$ cat config.mk
export PLATFORM = sky130hd
export DESIGN_NAME = rgbw_frame_sched_flat
export DESIGN_NICKNAME = d
export VERILOG_FILES = /design/src/rtl/rgbw_frame_sched_if.sv /design/src/rtl/rgbw_frame_sched.sv /design/src/flat_wrapper.sv
export SDC_FILE = /design/constraint.sdc
export NUM_CORES = 1
export LEC_CHECK = 0
export ABC_AREA = 0
export ABC_CLOCK_PERIOD_IN_PS = 7700
export BUFFER_PORTS_ARGS = -buffer_cell sky130_fd_sc_hd__buf_2
export CORE_AREA = 4 4 78 80
export CTS_CLUSTER_SIZE = 30
export DETAILED_ROUTE_END_ITERATION = 8
export DIE_AREA = 0 0 82 84
export PLACE_DENSITY = 0.83
export SYNTH_ARGS = -nofsm -noshare
export SYNTH_HDL_FRONTEND = slang
export SYNTH_SLANG_ARGS = --single-unit
$ cat constraint.sdc
create_clock -name clk -period 7.7 [get_ports clk]
set_clock_uncertainty 0.1 [all_clocks]
set_input_delay 0.77 -clock clk [delete_from_list [all_inputs] [get_ports clk]]
set_output_delay 0.77 -clock clk [all_outputs]
set_load 0.03 [all_outputs]
$ cat src/rtl/rgbw_frame_sched_if.sv
// rgbw_frame_sched_if: source handshakes and FIFO write port of the RGBW frame scheduler.
// master = scheduler side, slave = sources/FIFO side.
interface rgbw_frame_sched_if;
   localparam int unsigned WORD_W = 32;

   logic              a_req;
   logic              a_valid;
   logic [WORD_W-1:0] a_data;
   logic              a_ready;
   logic              b_req;
   logic              b_valid;
   logic [WORD_W-1:0] b_data;
   logic              b_ready;
   logic              in_wr_fifo_afull;
   logic              out_wr_fifo_en;
   logic [WORD_W-1:0] out_wr_fifo_data;
   logic [1:0]        out_owner;
   logic              out_frame_done;

   modport master (
      input  a_req, a_valid, a_data, b_req, b_valid, b_data, in_wr_fifo_afull,
      output a_ready, b_ready, out_wr_fifo_en, out_wr_fifo_data, out_owner, out_frame_done
   );

   modport slave (
      output a_req, a_valid, a_data, b_req, b_valid, b_data, in_wr_fifo_afull,
      input  a_ready, b_ready, out_wr_fifo_en, out_wr_fifo_data, out_owner, out_frame_done
   );
endinterface

$ cat src/rtl/rgbw_frame_sched.sv
// rgbw_frame_sched: per-frame round-robin owner of the RGBW FIFO write port (sources A/B).
// Define RGBW_SCHED_TIMEOUT_EN to compile in the owner-idle timeout with forced stream reset.
module rgbw_frame_sched #(
   parameter int unsigned MAX_PIXELS   = 1024,
   parameter int unsigned TIMEOUT_CLKS = 9600
) (
   input logic                clk,
   input logic                rst,
   rgbw_frame_sched_if.master bus
);
   localparam int unsigned WORD_W   = 32;
   localparam int unsigned PIX_W    = $clog2(MAX_PIXELS + 1);
   localparam logic [WORD_W-1:0] RST_WORD = 32'hC000_0000;

   typedef enum logic [2:0] {IDLE, GRANT, PASS, INS_RST, RELEASE} state_t;

   state_t            state, state_n;
   logic              sel, sel_n;     // 0 = A, 1 = B
   logic              last, last_n;   // source served most recently
   logic [PIX_W-1:0]  pix_cnt, pix_n;
   logic              wr_en, wr_en_n;
   logic [WORD_W-1:0] wr_data, wr_data_n;
   logic [1:0]        owner, owner_n;
   logic              done, done_n;
   logic              own_req, own_valid, accept, timeout_hit;
   logic [WORD_W-1:0] own_data;

`ifdef RGBW_SCHED_TIMEOUT_EN
   localparam int unsigned TO_W = $clog2(TIMEOUT_CLKS + 1);
   logic [TO_W-1:0] to_cnt, to_n;
`else
   // No timeout hardware in this build; the parameter stays for a uniform instantiation.
   if (TIMEOUT_CLKS == 0) begin : g_timeout_unused
   end
`endif

   assign own_req   = sel ? bus.b_req   : bus.a_req;
   assign own_valid = sel ? bus.b_valid : bus.a_valid;
   assign own_data  = sel ? bus.b_data  : bus.a_data;

   // afull already accounts for the one write sitting in the output register
   assign bus.a_ready = (state == PASS) && !sel && !bus.in_wr_fifo_afull;
   assign bus.b_ready = (state == PASS) &&  sel && !bus.in_wr_fifo_afull;
   assign accept      = (state == PASS) && own_valid && !bus.in_wr_fifo_afull;

   assign bus.out_wr_fifo_en   = wr_en;
   assign bus.out_wr_fifo_data = wr_data;
   assign bus.out_owner        = owner;
   assign bus.out_frame_done   = done;

   always_comb begin
      state_n     = state;
      sel_n       = sel;
      last_n      = last;
      pix_n       = pix_cnt;
      wr_en_n     = 1'b0;
      wr_data_n   = wr_data;
      owner_n     = owner;
      done_n      = 1'b0;
      timeout_hit = 1'b0;
`ifdef RGBW_SCHED_TIMEOUT_EN
      to_n        = to_cnt;
`endif
      unique case (state)
         IDLE: begin
            if (bus.a_req || bus.b_req) begin
               sel_n   = (bus.a_req && bus.b_req) ? !last : bus.b_req;
               owner_n = sel_n ? 2'd2 : 2'd1;
               state_n = GRANT;
            end
         end
         GRANT: begin
            pix_n   = '0;
`ifdef RGBW_SCHED_TIMEOUT_EN
            to_n    = '0;
`endif
            state_n = PASS;
         end
         PASS: begin
`ifdef RGBW_SCHED_TIMEOUT_EN
            if (accept) begin
               to_n = '0;
            end else begin
               to_n        = to_cnt + TO_W'(1);
               timeout_hit = (to_n == TO_W'(TIMEOUT_CLKS));
            end
`endif
            // words with bit31 clear are consumed but never reach the FIFO
            if (accept && own_data[31]) begin
               wr_en_n   = 1'b1;
               wr_data_n = own_data;
               if (!own_data[30]) pix_n = pix_cnt + PIX_W'(1);
            end
            if (accept && own_data[31] && own_data[30]) begin
               state_n = RELEASE;
               done_n  = 1'b1;
               owner_n = 2'd0;
               last_n  = sel;
            end else if ((pix_n == PIX_W'(MAX_PIXELS)) || !own_req || timeout_hit) begin
               state_n = INS_RST;
            end
         end
         INS_RST: begin
            if (!bus.in_wr_fifo_afull) begin
               wr_en_n   = 1'b1;
               wr_data_n = RST_WORD;
               state_n   = RELEASE;
               done_n    = 1'b1;
               owner_n   = 2'd0;
               last_n    = sel;
            end
         end
         RELEASE: state_n = IDLE;
         default: state_n = IDLE;
      endcase
   end

   always_ff @(posedge clk) begin
      if (rst) begin
         state   <= IDLE;
         sel     <= 1'b0;
         last    <= 1'b1;
         pix_cnt <= '0;
         wr_en   <= 1'b0;
         wr_data <= '0;
         owner   <= 2'd0;
         done    <= 1'b0;
      end else begin
         state   <= state_n;
         sel     <= sel_n;
         last    <= last_n;
         pix_cnt <= pix_n;
         wr_en   <= wr_en_n;
         wr_data <= wr_data_n;
         owner   <= owner_n;
         done    <= done_n;
      end
   end

`ifdef RGBW_SCHED_TIMEOUT_EN
   always_ff @(posedge clk) begin
      if (rst) to_cnt <= '0;
      else     to_cnt <= to_n;
   end
`endif

endmodule

$ cat src/flat_wrapper.sv
// flat-port wrapper written by rule: the top's interface ports become plain ports
module rgbw_frame_sched_flat 
#(
   parameter int unsigned MAX_PIXELS   = 1024,
   parameter int unsigned TIMEOUT_CLKS = 9600
)
  (clk, rst, bus_a_req, bus_a_valid, bus_a_data, bus_b_req, bus_b_valid, bus_b_data, bus_in_wr_fifo_afull, bus_a_ready, bus_b_ready, bus_out_wr_fifo_en, bus_out_wr_fifo_data, bus_out_owner, bus_out_frame_done);
  rgbw_frame_sched_if bus_i ();
  input logic clk;
  input logic rst;
  input wire logic [$bits(bus_i.a_req)-1:0] bus_a_req;
  input wire logic [$bits(bus_i.a_valid)-1:0] bus_a_valid;
  input wire logic [$bits(bus_i.a_data)-1:0] bus_a_data;
  input wire logic [$bits(bus_i.b_req)-1:0] bus_b_req;
  input wire logic [$bits(bus_i.b_valid)-1:0] bus_b_valid;
  input wire logic [$bits(bus_i.b_data)-1:0] bus_b_data;
  input wire logic [$bits(bus_i.in_wr_fifo_afull)-1:0] bus_in_wr_fifo_afull;
  output wire logic [$bits(bus_i.a_ready)-1:0] bus_a_ready;
  output wire logic [$bits(bus_i.b_ready)-1:0] bus_b_ready;
  output wire logic [$bits(bus_i.out_wr_fifo_en)-1:0] bus_out_wr_fifo_en;
  output wire logic [$bits(bus_i.out_wr_fifo_data)-1:0] bus_out_wr_fifo_data;
  output wire logic [$bits(bus_i.out_owner)-1:0] bus_out_owner;
  output wire logic [$bits(bus_i.out_frame_done)-1:0] bus_out_frame_done;
  assign bus_i.a_req = bus_a_req;
  assign bus_i.a_valid = bus_a_valid;
  assign bus_i.a_data = bus_a_data;
  assign bus_i.b_req = bus_b_req;
  assign bus_i.b_valid = bus_b_valid;
  assign bus_i.b_data = bus_b_data;
  assign bus_i.in_wr_fifo_afull = bus_in_wr_fifo_afull;
  assign bus_a_ready = bus_i.a_ready;
  assign bus_b_ready = bus_i.b_ready;
  assign bus_out_wr_fifo_en = bus_i.out_wr_fifo_en;
  assign bus_out_wr_fifo_data = bus_i.out_wr_fifo_data;
  assign bus_out_owner = bus_i.out_owner;
  assign bus_out_frame_done = bus_i.out_frame_done;
  rgbw_frame_sched #(.MAX_PIXELS(MAX_PIXELS), .TIMEOUT_CLKS(TIMEOUT_CLKS)) u_core (.clk(clk), .rst(rst), .bus(bus_i));
endmodule
==> out/qor.txt <==
Status -> completed
Final TNS setup -> 0 ns
Cell Chain, Critical Path -> buf_2 -> or4b_1 -> or3_2 -> nor2_8 -> nor3_1 -> or4b_4 -> mux2i_1 -> nor2_1
Post-synthesis cell area -> 0.00273 mm2
Distinct cells, synth -> 43
Clock group share of total power -> 0.275
CTS tree -> done
Synth Area in XOR/XNOR -> 0.0128
Maximum vdd drop -> 140 uV
CP max-delay cell -> or3_2
Leakage -> 1.41 nW
Mapped Cells -> 342
DRT antenna net count -> 0
Post-synth top area share -> 0.381
GRT Util Overall -> 0.208
DP Wirelength -> 5.14 mm
Worst slew margin -> 0.190
Most numerous cell in the Yosys netlist -> nor2_1
Hold EP -> u_core.bus.out_owner[1]
Synth cell count leaders -> nor2_1, dfxtp_1, mux2i_1, a31oi_1, clkbuf_1
Max-slew violations -> 0
Initial DRC Count -> 190
Number of enable flip-flop cells after synthesis -> 0
# port buffers -> 108
Hold WS -> 0.362 ns
Simple-Gate Fraction of Synth Area -> 0.223
Grt total ovfl -> 0
CP Buf/Inv Count -> 1
Hold crit path type -> flip-flop to flip-flop
Inserted Diodes -> 0
Routed length per instance -> 14.2 um
Worst-skew pair later-pin latency -> 0.31 ns
Row Count -> 27
I/O pins -> 109
Crit path launch type -> primary input
GPL Wtd Cong -> 0.868
Reg-to-reg slack, setup -> 4.25 ns
RSZ-0062 raised after global routing -> false
CP peak stage delay -> 0.99 ns
Largest net degree at the start of global routing -> 65
Sw Pwr -> 0.000175 W
Max Root-Sink Buffers -> 2
Vias in the first global route -> 2603
Chip width -> 82 um
Layout cells sized above 1 -> 0.287
Crit path from -> bus_in_wr_fifo_afull
Synth top area cells -> dfxtp_1, mux2i_1, nor2_1
Crit path required time -> 7.76 ns
Nets -> 496
Post-CTS Hold Buffers -> 0
Reg2Reg Capture Point -> u_core.bus.out_owner[0]
Crit end category -> flip-flop
Top FF cell, synth -> dfxtp_1
Adder-Cell Fraction of Synth Area -> 0.00458
Area growth syn-to-layout -> 21.5%
Die Area -> 0.00689 mm2
Fmax achieved -> 288 MHz
PD cells -> 172 mW/mm2
DR pass1 iterations -> 4
Complex-gate fraction of the synthesized area -> 0.189
Critical path class -> primary input to flip-flop
Multiplexer share of the synthesized area -> 0.132
Final hold vios -> 0
Register area share after synthesis -> 0.381
Via density -> 5.49
Sw Share -> 0.307
Initial antenna violation count -> 0
Logic gate share of total power -> 0.215
R2R cell count -> 7
Max Cap Violations -> 0
Yosys reg bits -> 52
Ys async rst share -> 0
Flop pwr share -> 0.510
Syn nets -> 414
Clock slew at reported path FFs -> 0.09 ns
Syn_area_per_cell -> 7.99 um2
Cell family with most CP delay -> simple AND/OR/NAND/NOR gates
First-pass GRT wire length -> 11.4 mm
CP Depth -> 8
Initial core utilization -> 0.505
Buffers inserted by post-CTS timing repair -> 0
Clock tree sinks -> 52
Core ar. -> 0.00541 mm2
Worst r2r src -> u_core.state[2]
H-Tree Depth -> 2
WL final -> 7.05 mm
Clock root buffer -> clkbuf_8
YS warnings -> 0
Worst Max-Slew Pin Slew -> 1.21 ns
Hold path cells -> 2
Final setup fails -> 0
Hold_sp -> u_core.bus.out_owner[1]
Post-layout min period -> 3.47 ns
Vias -> 2727
Largest family of logic cells by synthesized area -> simple AND/OR/NAND/NOR gates
Final Cycle Share -> 0.451
Int Pwr -> 0.000395 W
Num CTS Buffers -> 5
Die Y -> 84 um
Arrival @ worst endpoint -> 3.53 ns
DRC -> 0
Area leader, netlist -> dfxtp_1
Post-CTS Resized -> 0
Worst Path Max Fanout -> 64
==> layout make-up <==
type	instances	area (um2)
fill	507	2090
multi-input combinational	251	1530
sequential	52	1040
timing repair buffer	109	548
tap	72	90.1
clock buffer	6	72.6
inverter	5	18.8
clock inverter	2	13.8
==> registers in the layout (all words and copies together), names as in the netlist <==
register,count
u_core.sel,1
u_core.bus.out_wr_fifo_en,1
u_core.bus.out_wr_fifo_data,32
u_core.last,1
u_core.state,3
u_core.pix_cnt,11
u_core.bus.out_owner,2
u_core.bus.out_frame_done,1
==> worst max-delay path by stage <==
stage | endpoint
after detailed placement | u_core.bus.out_owner[0]
after CTS | u_core.bus.out_owner[0]
after global routing | u_core.bus.out_owner[0]
final | u_core.bus.out_owner[0]
after floorplan | u_core.bus.out_owner[0]
after global placement | u_core.bus.out_owner[0]
==> cells in the final DEF (no fill, tap or decap), drive strengths merged, types with 7 or more instances in the layout <==
cell type  count
nand2         16
dfxtp         52
a211oi         7
mux2i         35
nor2          81
a21oi         16
buf          109
a31oi         33
==> cells by family after synthesis <==
| logic type | after synthesis |
|---|---|
| buffers and inverters | 39 |
| XOR/XNOR | 4 |
| AND/OR/NAND/NOR | 131 |
| AO/OA/AOI/OAI | 79 |
| adder cells (fa/ha/maj) | 1 |
| flip-flops | 52 |
| multiplexers | 36 |
==> power groups by stage <==
stage / clock network [W] / registers, W / logic [W]
after floorplan: 0 / 0.000300 / 0.0000810
after global placement: 0 / 0.000296 / 0.000121
after detailed placement: 0 / 0.000297 / 0.000124
after CTS: 0.000160 / 0.000291 / 0.000124
after global routing: 0.000171 / 0.000293 / 0.000135
final: 0.000156 / 0.000291 / 0.000122
==> per-stage QoR <==
stage               std cells   util  total power (W)  instance area, um2  worst slack, ns
floorplan                 342      -         0.000381                2730             4.73
global placement          489  0.598         0.000417                3230             3.95
detailed placement        489  0.598         0.000420                3230             3.91
CTS                       497  0.614         0.000574                3320             4.23
global route              497  0.614         0.000600                3320             4.10
finish                    497  0.614         0.000570                3320             4.23
==> routing by layer <==
layer / vias to the layer above / share of wire / GRT usage
li1: 1387 / - / -
met1: 1236 / 0.42 / 0.274
met2: 96 / 0.48 / 0.317
met3: 8 / 0.084 / 0.0605
met4: 0 / 0.014 / 0.0770
met5: - / 0 / 0
==> tightest hold or removal path: stages (launching register included) <==
cell     delay [ns]
dfxtp_1        0.32
nand2_1        0.05
a21oi_1        0.05
Note: power is estimated with default switching activity, not from simulation.
